==> src/rtl/imm_encoder.sv <==
// imm_encoder: two-stage pipelined RISC-V immediate encoder.
// Takes a base instruction word, a signed immediate and an ImmSrc format
// code (00 I, 01 S, 10 B, 11 J) and scatters the immediate into the
// format's bit fields. The immediate is range/alignment checked.
// Stage 1 registers the range check and a field image plus bit mask.
// Stage 2 merges the field image into the base word and drives the outputs.
// A valid/ready handshake is provided on both sides.
// Optional feature macro: IMM_ENCODER_ROUNDTRIP_EN. When it is defined, the
// merged word is decoded back with extender semantics and checked against
// the original immediate, with a sticky rt_fail flag.
module imm_encoder (
    input  logic        clk,
    input  logic        rst_n,
    input  logic        in_valid,
    output logic        in_ready,
    input  logic [1:0]  ImmSrc,
    input  logic [31:0] imm,
    input  logic [31:0] base,
    output logic        out_valid,
    input  logic        out_ready,
    output logic [31:0] instr,
    output logic        err,
    output logic [7:0]  err_count
`ifdef IMM_ENCODER_ROUNDTRIP_EN
    ,
    output logic        rt_fail
`endif
);

    localparam logic [1:0] FMT_I = 2'b00;
    localparam logic [1:0] FMT_S = 2'b01;
    localparam logic [1:0] FMT_B = 2'b10;
    localparam logic [1:0] FMT_J = 2'b11;

    // Bits of the instruction word owned by each immediate format
    localparam logic [31:0] MASK_I  = 32'hFFF0_0000;
    localparam logic [31:0] MASK_SB = 32'hFE00_0F80;
    localparam logic [31:0] MASK_J  = 32'hFFFF_F000;

    // ------------------------------------------------------------------
    // Pipeline state
    // ------------------------------------------------------------------
    logic        s1_valid_reg;
    logic [31:0] s1_base_reg;
    logic [31:0] s1_field_reg;
    logic [31:0] s1_mask_reg;
    logic        s1_err_reg;

    logic        s2_valid_reg;
    logic [31:0] s2_instr_reg;
    logic        s2_err_reg;

    logic [7:0]  err_count_reg;
    logic [7:0]  err_count_next;

    // Handshake controls
    logic        s2_load;
    logic        s1_load;
    logic        s1_capture;
    logic        s2_capture;

    // Stage 2 may refill whenever it is empty or its word leaves this cycle;
    // stage 1 may refill whenever it is empty or its word moves to stage 2.
    assign s2_load    = !s2_valid_reg || out_ready;
    assign s1_load    = !s1_valid_reg || s2_load;
    assign in_ready   = s1_load;
    assign s1_capture = s1_load && in_valid;
    assign s2_capture = s2_load && s1_valid_reg;

    // ------------------------------------------------------------------
    // Stage 1 combinational: range check and field slicing
    // ------------------------------------------------------------------
    logic        ext11_ok;
    logic        ext12_ok;
    logic        ext20_ok;
    logic        range_err_next;
    logic [31:0] field_next;
    logic [31:0] mask_next;

    // The upper bits must be a pure sign extension of the encodable range
    assign ext11_ok = (&imm[31:11]) || !(|imm[31:11]);
    assign ext12_ok = (&imm[31:12]) || !(|imm[31:12]);
    assign ext20_ok = (&imm[31:20]) || !(|imm[31:20]);

    // Place the immediate into its format's fields and flag range/alignment errors
    always_comb begin
        range_err_next = 1'b0;
        field_next     = 32'h0000_0000;
        mask_next      = 32'h0000_0000;
        case (ImmSrc)
            FMT_I: begin
                range_err_next = !ext11_ok;
                field_next     = {imm[11:0], 20'b0};
                mask_next      = MASK_I;
            end
            FMT_S: begin
                range_err_next = !ext11_ok;
                field_next     = {imm[11:5], 13'b0, imm[4:0], 7'b0};
                mask_next      = MASK_SB;
            end
            FMT_B: begin
                range_err_next = !ext12_ok || imm[0];
                field_next     = {imm[12], imm[10:5], 13'b0, imm[4:1], imm[11], 7'b0};
                mask_next      = MASK_SB;
            end
            FMT_J: begin
                range_err_next = !ext20_ok || imm[0];
                field_next     = {imm[20], imm[10:1], imm[11], imm[19:12], 12'b0};
                mask_next      = MASK_J;
            end
            default: begin
                range_err_next = 1'b0;
                field_next     = 32'h0000_0000;
                mask_next      = 32'h0000_0000;
            end
        endcase
    end

    // Stage 1 registers: valid follows the request when the stage refills
    always_ff @(posedge clk or negedge rst_n) begin
        if (!rst_n) begin
            s1_valid_reg <= 1'b0;
            s1_base_reg  <= 32'h0000_0000;
            s1_field_reg <= 32'h0000_0000;
            s1_mask_reg  <= 32'h0000_0000;
            s1_err_reg   <= 1'b0;
        end else begin
            if (s1_load) begin
                s1_valid_reg <= in_valid;
            end
            if (s1_capture) begin
                s1_base_reg  <= base;
                s1_field_reg <= field_next;
                s1_mask_reg  <= mask_next;
                s1_err_reg   <= range_err_next;
            end
        end
    end

    // ------------------------------------------------------------------
    // Stage 2 combinational: merge the field image into the base word
    // ------------------------------------------------------------------
    logic [31:0] merged_word;

    generate
        for (genvar gi = 0; gi < 32; gi++) begin : g_merge
            assign merged_word[gi] = s1_mask_reg[gi] ? s1_field_reg[gi] : s1_base_reg[gi];
        end
    endgenerate

    // Stage 2 registers: the output word holds while the consumer stalls
    always_ff @(posedge clk or negedge rst_n) begin
        if (!rst_n) begin
            s2_valid_reg <= 1'b0;
            s2_instr_reg <= 32'h0000_0000;
            s2_err_reg   <= 1'b0;
        end else begin
            if (s2_load) begin
                s2_valid_reg <= s1_valid_reg;
            end
            if (s2_capture) begin
                s2_instr_reg <= merged_word;
                s2_err_reg   <= s1_err_reg;
            end
        end
    end

    assign out_valid = s2_valid_reg;
    assign instr     = s2_instr_reg;
    assign err       = s2_err_reg;

    // ------------------------------------------------------------------
    // Error counter: counts flagged words as they are handed off, saturating
    // ------------------------------------------------------------------
    always_comb begin
        err_count_next = err_count_reg;
        if (s2_valid_reg && out_ready && s2_err_reg && (err_count_reg != 8'hFF)) begin
            err_count_next = err_count_reg + 8'd1;
        end
    end

    // Counter register, cleared only by reset
    always_ff @(posedge clk or negedge rst_n) begin
        if (!rst_n) begin
            err_count_reg <= 8'h00;
        end else begin
            err_count_reg <= err_count_next;
        end
    end

    assign err_count = err_count_reg;

`ifdef IMM_ENCODER_ROUNDTRIP_EN
    // ------------------------------------------------------------------
    // Round-trip self check: decode the merged word the way the extender
    // would and compare with the original immediate.
    // ------------------------------------------------------------------
    logic [31:0] s1_imm_reg;
    logic [1:0]  s1_src_reg;
    logic [31:0] decoded_imm;
    logic        rt_fail_reg;

    // Keep the raw immediate and format alongside the stage 1 word
    always_ff @(posedge clk or negedge rst_n) begin
        if (!rst_n) begin
            s1_imm_reg <= 32'h0000_0000;
            s1_src_reg <= 2'b00;
        end else if (s1_capture) begin
            s1_imm_reg <= imm;
            s1_src_reg <= ImmSrc;
        end
    end

    // Extender semantics applied to the merged word
    always_comb begin
        decoded_imm = 32'h0000_0000;
        case (s1_src_reg)
            FMT_I: decoded_imm = {{20{merged_word[31]}}, merged_word[31:20]};
            FMT_S: decoded_imm = {{20{merged_word[31]}}, merged_word[31:25], merged_word[11:7]};
            FMT_B: decoded_imm = {{20{merged_word[31]}}, merged_word[7], merged_word[30:25],
                                  merged_word[11:8], 1'b0};
            FMT_J: decoded_imm = {{12{merged_word[31]}}, merged_word[19:12], merged_word[20],
                                  merged_word[30:21], 1'b0};
            default: decoded_imm = 32'h0000_0000;
        endcase
    end

    // Sticky flag: an in-range word that fails to round-trip is a design fault
    always_ff @(posedge clk or negedge rst_n) begin
        if (!rst_n) begin
            rt_fail_reg <= 1'b0;
        end else if (s2_capture && !s1_err_reg && (decoded_imm != s1_imm_reg)) begin
            rt_fail_reg <= 1'b1;
        end
    end

    assign rt_fail = rt_fail_reg;
`endif

endmodule

==> config.mk <==
export PLATFORM = sky130hd
export DESIGN_NAME = imm_encoder
export DESIGN_NICKNAME = d
export VERILOG_FILES = /design/src/rtl/imm_encoder.sv
export SDC_FILE = /design/constraint.sdc
export NUM_CORES = 1
export LEC_CHECK = 0
export BUFFER_PORTS_ARGS = -buffer_cell sky130_fd_sc_hd__buf_2
export CAP_MARGIN = 20
export CORE_MARGIN = 2
export CORE_UTILIZATION = 55
export DETAILED_ROUTE_END_ITERATION = 12
export PLACE_DENSITY = 0.82
export REMOVE_ABC_BUFFERS = 1
export SLEW_MARGIN = 20
export SYNTH_ARGS = -nofsm -noshare
export SYNTH_HDL_FRONTEND = slang
export SYNTH_SLANG_ARGS = --single-unit
==> constraint.sdc <==
create_clock -name clk -period 4.1 [get_ports clk]
set_input_delay 0.205 -clock clk [delete_from_list [all_inputs] [get_ports clk]]
set_output_delay 0.205 -clock clk [all_outputs]
set_load 0.01 [all_outputs]
=== Word level (Yosys, flattened, before mapping) ===
Cells that the tools add are included.

* Add/sub/neg operators: 1
* Eq/ne operators: 4
* Multiplexer cells: 35
* Reductions and logical operators: 29

{| class="wikitable"
|+ Operators with widths
! cell !! number
|-
| $pmux 32 s4 || 1
|-
| $pmux 32 s3 || 1
|-
| $mux 1 || 32
|-
| $reduce_and 21->1 || 1
|-
| $reduce_or 21->1 || 1
|-
| $reduce_and 20->1 || 1
|-
| $reduce_or 20->1 || 1
|-
| $reduce_and 12->1 || 1
|-
| $reduce_or 12->1 || 1
|-
| $add 8x1->8 const B || 1
|-
| $logic_not 1->1 || 8
|-
| $ne 8x8->1 const B || 1
|-
| $logic_or 1x1->1 || 7
|-
| $logic_and 1x1->1 || 5
|-
| $eq 2x2->1 const B || 2
|-
| $reduce_or 2->1 || 2
|-
| $pmux 1 s3 || 1
|-
| $eq 2x1->1 const B || 1
|-
| $logic_not 2->1 || 1
|}

* Register bits after elaboration: 140
* Input port bits: 70
* Output and inout port bits: 43
* Logic and storage cells: 78

=== Longest topological paths before layout ===
Gate-level depths: netlist of the first run.

* Word-level depth: 6
* Gate-level depth with buffers: 7
* Gate-level depth less buffers: 7

=== Least setup slack after synthesis of the first run ===
Ideal clock, no wire load.

* Path kind: reg2reg
* Start point: register err_count_reg[0], in the netlist err_count[0]
* End point: register err_count_reg[6], in the netlist err_count[6]
* Setup time: 125 ps
* Data arrival time: 1397 ps
* Data required time: 3975 ps
* Setup slack: 2578 ps
* Stages on the path, launching flop included: 7
* Path through: dfrtp_1 -> ha_1 -> nand3_1 -> o2111a_2 -> and3_4 -> nand4_1 -> xnor2_1

* Longest elaborated chain between the ends: 2
* Elaborated cells between the ends (all ways): 3

{| class="wikitable"
|+ Ends and longest elaborated chain
! element !! line !! text
|-
| from (decl) || 53 || <nowiki>logic [7:0] err_count_reg;</nowiki>
|-
| from (signal assigned) || 187 || <nowiki>err_count_reg <= err_count_next;</nowiki>
|-
| parallel branches: the longest is 2 deep, another holds $add 8x1->8 || n/a ||
|}

Parallel ways; which one is timed is not known.
A chain may end at the register's enable or synchronous reset.

=== Final worst setup path of the first run ===
* Start point: register s2_valid_reg, in the netlist out_valid
* End point: register s1_err_reg

* Longest elaborated chain between the ends: 4

{| class="wikitable"
|+ Ends and longest elaborated chain
! element !! line !! text
|-
| from (decl) || 49 || <nowiki>logic s2_valid_reg;</nowiki>
|-
| from (signal assigned) || 159 || <nowiki>s2_valid_reg <= s1_valid_reg;</nowiki>
|-
| $logic_not 1->1 || 64 || <nowiki>assign s2_load = !s2_valid_reg || out_ready;</nowiki>
|-
| $logic_or 1x1->1 || 64 ||
|-
| $logic_or 1x1->1 || 65 || <nowiki>assign s1_load = !s1_valid_reg || s2_load;</nowiki>
|-
| $logic_and 1x1->1 || 67 || <nowiki>assign s1_capture = s1_load && in_valid;</nowiki>
|-
| to (signal assigned) || 135 || <nowiki>s1_err_reg <= range_err_next;</nowiki>
|-
| to (decl) || 47 || <nowiki>logic s1_err_reg;</nowiki>
|}

No other way between the ends.

==> impl_metrics.tcl, run 1 <==
set metrics [dict create \
    period_needed_ps 1960 \
    root_buffer "clkbuf_8" \
    worst_slew_pin_slew_ps 918 \
    start_util_pct 57.2 \
    drcViolationCount 0 \
    finalSetupTns_ps 0 \
    fmax_ghz 0.511 \
    cts_buffer_depth 2 \
    finalCritPeriodShare_pct 47.7 \
    post_cts_resized 0 \
    clkSlewWorstSetupHoldPaths_ps 100 \
    drive_above_1_share_pct 38.2 \
    peakVddDrop_mv 0.241 \
    ys_warn_count 0 \
    relSlewSlack_pct 38.8 \
    cap_violations 0 \
    grt_pass1_vias 3149 \
    cts.sink_count 105 \
    syn-cell-area_mm2 0.00444 \
    power_uw 2480 \
    diodes 0 \
    gp_congestion 0.786 \
    grt-ovfl-total 0 \
    grt_max_degree 83 \
    cp_max_fo 82 \
    whs_ps 68.0 \
    syn_to_final_growth_pct 18.4 \
    layout_common_cells "buf_2, dfrtp_1, nand2_1" \
    final_area_mm2 0.00526 \
    antenna_left 0 \
    cts_setup_buffers 0 \
    die_h_um 93.9 \
    clk_latency_ps 350 \
    htreeDepth 3 \
    cp.arrival_ps 2190 \
    startpoint_type "register" \
    ys_seq_area_share_pct 59.1 \
    layout_setup_ws_ps 2140 \
    endpoint_kind "register" \
    pre_cts_slack_ps 2150 \
    ys_top_cells_by_area "dfrtp_1, mux2_2, mux2i_1, o21ai_0, nand2_1" \
    drt-initial-drc-count 127 \
    routed_wl_um 8820 \
    drv_slew 0 \
    portBuffers 112 \
    row_count 32 \
    synth_top_area_share_pct 59.1 \
    core_area_mm2 0.00777 \
    status "finished clean" \
    mostFrequentLayoutCell "buf_2" \
    antenna_found_initial 0 \
    synth_cell_type_count 33 \
    ys_ff_latch 105 \
    grt_pass1_wl_um 14600 \
    synthCells 369 \
    setup_viol 0 \
    drt_pre_antenna_iters 4 \
    nets 550 \
    tritoncts "built" \
    power.density_mw_per_mm2 471 \
    hold_viol 0 \
    ios 113 \
    placedInstanceArea_mm2 0.00505 \
    cts_made_buffers 9 \
    hold_path.class "input port to register" \
    grt_use_total_pct 21.2 \
    avgSynthCellArea_um2 12.0 \
    die_x_um 93.9 \
    skew_ps 10.6 \
    yosys.area.top_type "dfrtp_1" \
    hpwl_um 6040 \
    power.leakage_uw 0.00253 \
    post_drt_wl_per_cell_um 15.2 \
    die-area_mm2 0.00882 \
    crit_type "register to register" \
    cp.required_ps 4330 \
    rsz0062_at_grt "no" \
    via_per_inst 5.39 \
    vias 3129 \
]
## metrics by stage
stage / utilization (%) / cells
finish: 67.8 / 581
global route: 67.8 / 581
floorplan: - / 349
detailed placement: 65.0 / 564
CTS: 67.7 / 581
global placement: 65.0 / 564
## cells in the mapped netlist
| cell | n |
|---|---|
| nand2_1 | 61 |
| nor2b_1 | 1 |
| o41ai_1 | 1 |
| xnor2_1 | 4 |
| clkbuf_1 | 10 |
| nand2_2 | 1 |
| nor3_1 | 1 |
| nor2_1 | 5 |
| and3_4 | 1 |
| ha_1 | 6 |
| and3_1 | 2 |
| a22oi_1 | 3 |
| mux2_2 | 50 |
| nor3b_1 | 1 |
| a22o_1 | 1 |
| o211ai_1 | 1 |
| a41oi_1 | 1 |
| o21ai_0 | 49 |
| nand3b_1 | 1 |
| xor2_1 | 3 |
| nand4_1 | 8 |
| dfrtp_1 | 105 |
| nor4_1 | 5 |
| buf_4 | 4 |
| o2111a_2 | 1 |
| buf_2 | 6 |
| nand3_1 | 1 |
| inv_1 | 3 |
| nand2b_1 | 4 |
| o31ai_1 | 1 |
| mux2i_1 | 26 |
| a31oi_1 | 1 |
| a21oi_1 | 1 |
## what timing repair did
action,in CTS,in global routing
hold endpoints to repair,16,0
hold buffers,1,0
setup endpoints to repair,0,0
## final timing paths
check,slack (ps),endpoint,start,depth (start not counted)
max in group asynchronous,2600,instr[20],rst_n,3
max reg2reg,2140,s1_err_reg,out_valid,4
min reg2reg,480,instr[20],instr[20],2
min,70,s1_field_reg[30],imm[10],2
max,2140,s1_err_reg,out_valid,4
min in group asynchronous,520,instr[3],rst_n,2
## cells by family after synthesis
logic type / count (synthesis) / share of synthesized area [%]
AO/OA/AOI/OAI: 60 / 7.49
buffers and inverters: 23 / 2.45
AND/OR/NAND/NOR: 92 / 9.35
XOR/XNOR: 7 / 1.38
flip-flops: 105 / 59.1
adder cells (fa/ha/maj): 6 / 1.69
multiplexers: 76 / 18.5
## worst max-delay path: stages, from the launching register on
cell and delay, ps:
dfrtp_1 430, nand3b_1 210, nand2_4 510, o41ai_1 540, a21oi_1 120
## cell type report
cell class              count  area, µm²
multi-input cells         241       1720
flip-flops and latches    105       2630
clock inverters             5       45.0
well taps                 102        128
repair buffers            114        581
inverters                   3       11.3
fillers                   594       2500
clock buffers              11        151
## power breakdown
group | total [µW] | leakage [µW] | internal [µW] | switching, µW
clock | 617 | 0.0000981 | 263 | 354
sequential | 1350 | 0.00128 | 1220 | 128
combinational | 515 | 0.00115 | 255 | 260
## layer usage
layer  part of all wire [%]  global-route usage, %  vias up
met5                      0                      0        -
met4                    1.3                   6.88        0
met3                    4.6                   3.37       13
met2                     49                   34.9       89
met1                     45                   28.9     1530
li1                       -                      -     1497
(Power assumes the default switching activity.)
==> run 2: changes to the inputs <==
--- a/config.mk
+++ b/config.mk
@@ -8,9 +8,9 @@
 export BUFFER_PORTS_ARGS = -buffer_cell sky130_fd_sc_hd__buf_2
 export CAP_MARGIN = 20
 export CORE_MARGIN = 2
-export CORE_UTILIZATION = 55
+export CORE_UTILIZATION = 53
 export DETAILED_ROUTE_END_ITERATION = 12
-export PLACE_DENSITY = 0.82
+export PLACE_DENSITY = 0.8
 export REMOVE_ABC_BUFFERS = 1
 export SLEW_MARGIN = 20
 export SYNTH_ARGS = -nofsm -noshare
==> constraint.sdc (replaced) <==
create_clock -name clk -period 1.87 [get_ports clk]
set_input_delay 0.0935 -clock clk [delete_from_list [all_inputs] [get_ports clk]]
set_output_delay 0.0935 -clock clk [all_outputs]
set_load 0.01 [all_outputs]
==> run 2 against run 1 <==
  * Critical path depth increased by 2
  * Maximum frequency increased by 18%
  * Critical path type unchanged
  * Flip-flop and latch count unchanged
  * Clock-buffer cell count increased by 1
  * Highest routed layer unchanged
  * Core utilization increased by 3.3 points
  * Largest power group unchanged
  * Sequential power increased by 120%
  * Clock skew increased by 6.2 ps
==> impl_metrics.tcl, run 2 (synthesized netlist as in run 1, its figures left out) <==
set metrics [dict create \
    rsz0062_at_grt "no" \
    p_sw_uw 1620 \
    setup_viol 0 \
    grt_max_degree 106 \
    grt_pass1_vias 3335 \
    grt_pass1_wl_um 15400 \
    syn_to_final_growth_pct 30.7 \
    grt_use_total_pct 22.0 \
    nets 603 \
    combPwrFrac_pct 22.7 \
    row_count 33 \
    finalCritPeriodShare_pct 88.4 \
    cp.arrival_ps 1930 \
    slowest_delay_ps 440 \
    tritoncts "built" \
    start_util_pct 54.4 \
    die_h_um 95.6 \
    layout_common_cells "buf_2, dfrtp_1, nand2_1" \
    hpwl_um 6150 \
    path_cells "ha_1, nand3_1, o2111a_2, nand4_1, nor2_1, xor2_1" \
    drv_slew 0 \
    cts_made_buffers 9 \
    peakVddDrop_mv 0.502 \
    die-area_mm2 0.00913 \
    hold_viol 0 \
    clkPwrFrac_pct 23.1 \
    relSlewSlack_pct 63.0 \
    placedInstanceArea_mm2 0.00514 \
    drt-initial-drc-count 145 \
    root_buffer "clkbuf_8" \
    htreeDepth 3 \
    fmax_ghz 0.605 \
    clkSlewWorstSetupHoldPaths_ps 90 \
    worst_slew_pin_slew_ps 555 \
    startpoint_type "register" \
    drt_pre_antenna_iters 4 \
    final_area_mm2 0.00581 \
    cp_max_fo 5 \
    core_area_mm2 0.00818 \
    ios 113 \
    drcViolationCount 0 \
    vias 3321 \
    whs_ps 12.0 \
    endpoint_kind "register" \
    mostFrequentLayoutCell "buf_2" \
    power_uw 5470 \
    cts_buffer_depth 2 \
    power.density_mw_per_mm2 942 \
    p_seq_share_pct 54.1 \
    cts_setup_buffers 0 \
    period_needed_ps 1650 \
    die_x_um 95.6 \
    crit_type "register to register" \
    crit_path_top_delay_cell "dfrtp_1" \
    cts.sink_count 105 \
    gp_congestion 0.811 \
    power.internal_uw 3850 \
    antenna_found_initial 0 \
    hold_path.class "input port to register" \
    power.leakage_uw 0.00276 \
    antenna_left 0 \
    skew_ps 16.8 \
    final_core_util_pct 71.0 \
    grt-ovfl-total 0 \
    fill_cells 606 \
    via_per_inst 5.21 \
    post_drt_wl_per_cell_um 14.9 \
    clk_latency_ps 370 \
    swShare_pct 29.7 \
    status "finished clean" \
    cap_violations 0 \
    portBuffers 112 \
    drive_above_1_share_pct 35.0 \
    cp.required_ps 2150 \
    diodes 0 \
    routed_wl_um 9510 \
]
run 2: changes by cell type in the layout (fill, tap and decap cells not counted):
cell,delta
clkbuf_1,+2
clkinv_4,-1
buf_12,+4
clkinvlp_4,-1
nand2_4,-1
inv_8,-1
clkbuf_8,-1
clkinv_2,+2
nand2_2,+1
dlygate4sd3_1,+48
buf_4,+1
run 2: layout make-up:
| cell class | count | area [µm²] | area share [%] |
|---|---|---|---|
| clock buffer | 12 | 145 | 2.50 |
| clock inverter | 4 | 27.5 | 0.474 |
| inverter | 3 | 11.3 | 0.194 |
| multi-input combinational | 241 | 1720 | 29.5 |
| sequential | 105 | 2630 | 45.2 |
| tap | 105 | 131 | 2.26 |
| timing repair buffer | 167 | 1150 | 19.8 |
run 2: through the flow:
stage | TNS, ps | std cells | setup slack, ps
CTS | 0 | 636 | 264
detailed placement | 0 | 572 | 301
global placement | 0 | 572 | 376
global route | 0 | 637 | 153
floorplan | -7490 | 349 | -209
finish | 0 | 637 | 218
run 2: final timing paths:
| path | from | to | slack (ps) | depth (start not counted) |
|---|---|---|---|---|
| min in group asynchronous | rst_n | instr[1] | 330 | 3 |
| hold reg to reg | instr[10] | instr[10] | 480 | 2 |
| setup reg to reg | err_count[0] | err_count[7] | 220 | 6 |
| setup / recovery | err_count[0] | err_count[7] | 220 | 6 |
| max in group asynchronous | rst_n | s1_mask_reg[19] | 1090 | 3 |
| hold / removal | imm[17] | s1_field_reg[17] | 10 | 3 |
run 2: power by group through the flow:
stage	Clock, µW	Sequential, µW	Combinational (µW)
floorplan	0	3060	536
global placement	0	2970	1130
detailed placement	0	3000	1170
CTS	1300	2950	1260
global route	1400	3020	1380
finish	1270	2960	1240
run 2: what timing repair did:
action | CTS | global route
setup endpoints to repair | 0 | 0
hold buffers | 48 | 1
resized for setup | 0 | 0
hold endpoints to repair | 153 | 1
run 2: routing by layer:
| layer | track usage, % | up-vias | wire, µm |
|---|---|---|---|
| met4 | 9.88 | 0 | 194 |
| met1 | 28.2 | 1609 | 4240 |
| met2 | 37.0 | 94 | 4740 |
| met5 | 0 | - | 0 |
| met3 | 3.32 | 15 | 338 |
| li1 | - | 1603 | - |
run 2: worst max-delay path: cells and delay by family (launching register included):
kind / cells / cell delay, ps
and+or+nand+nor: 3 / 480
adders and majority gates: 1 / 250
AOI/OAI and AO/OA: 1 / 250
xor gates and xnor gates: 1 / 160
DFF: 1 / 440
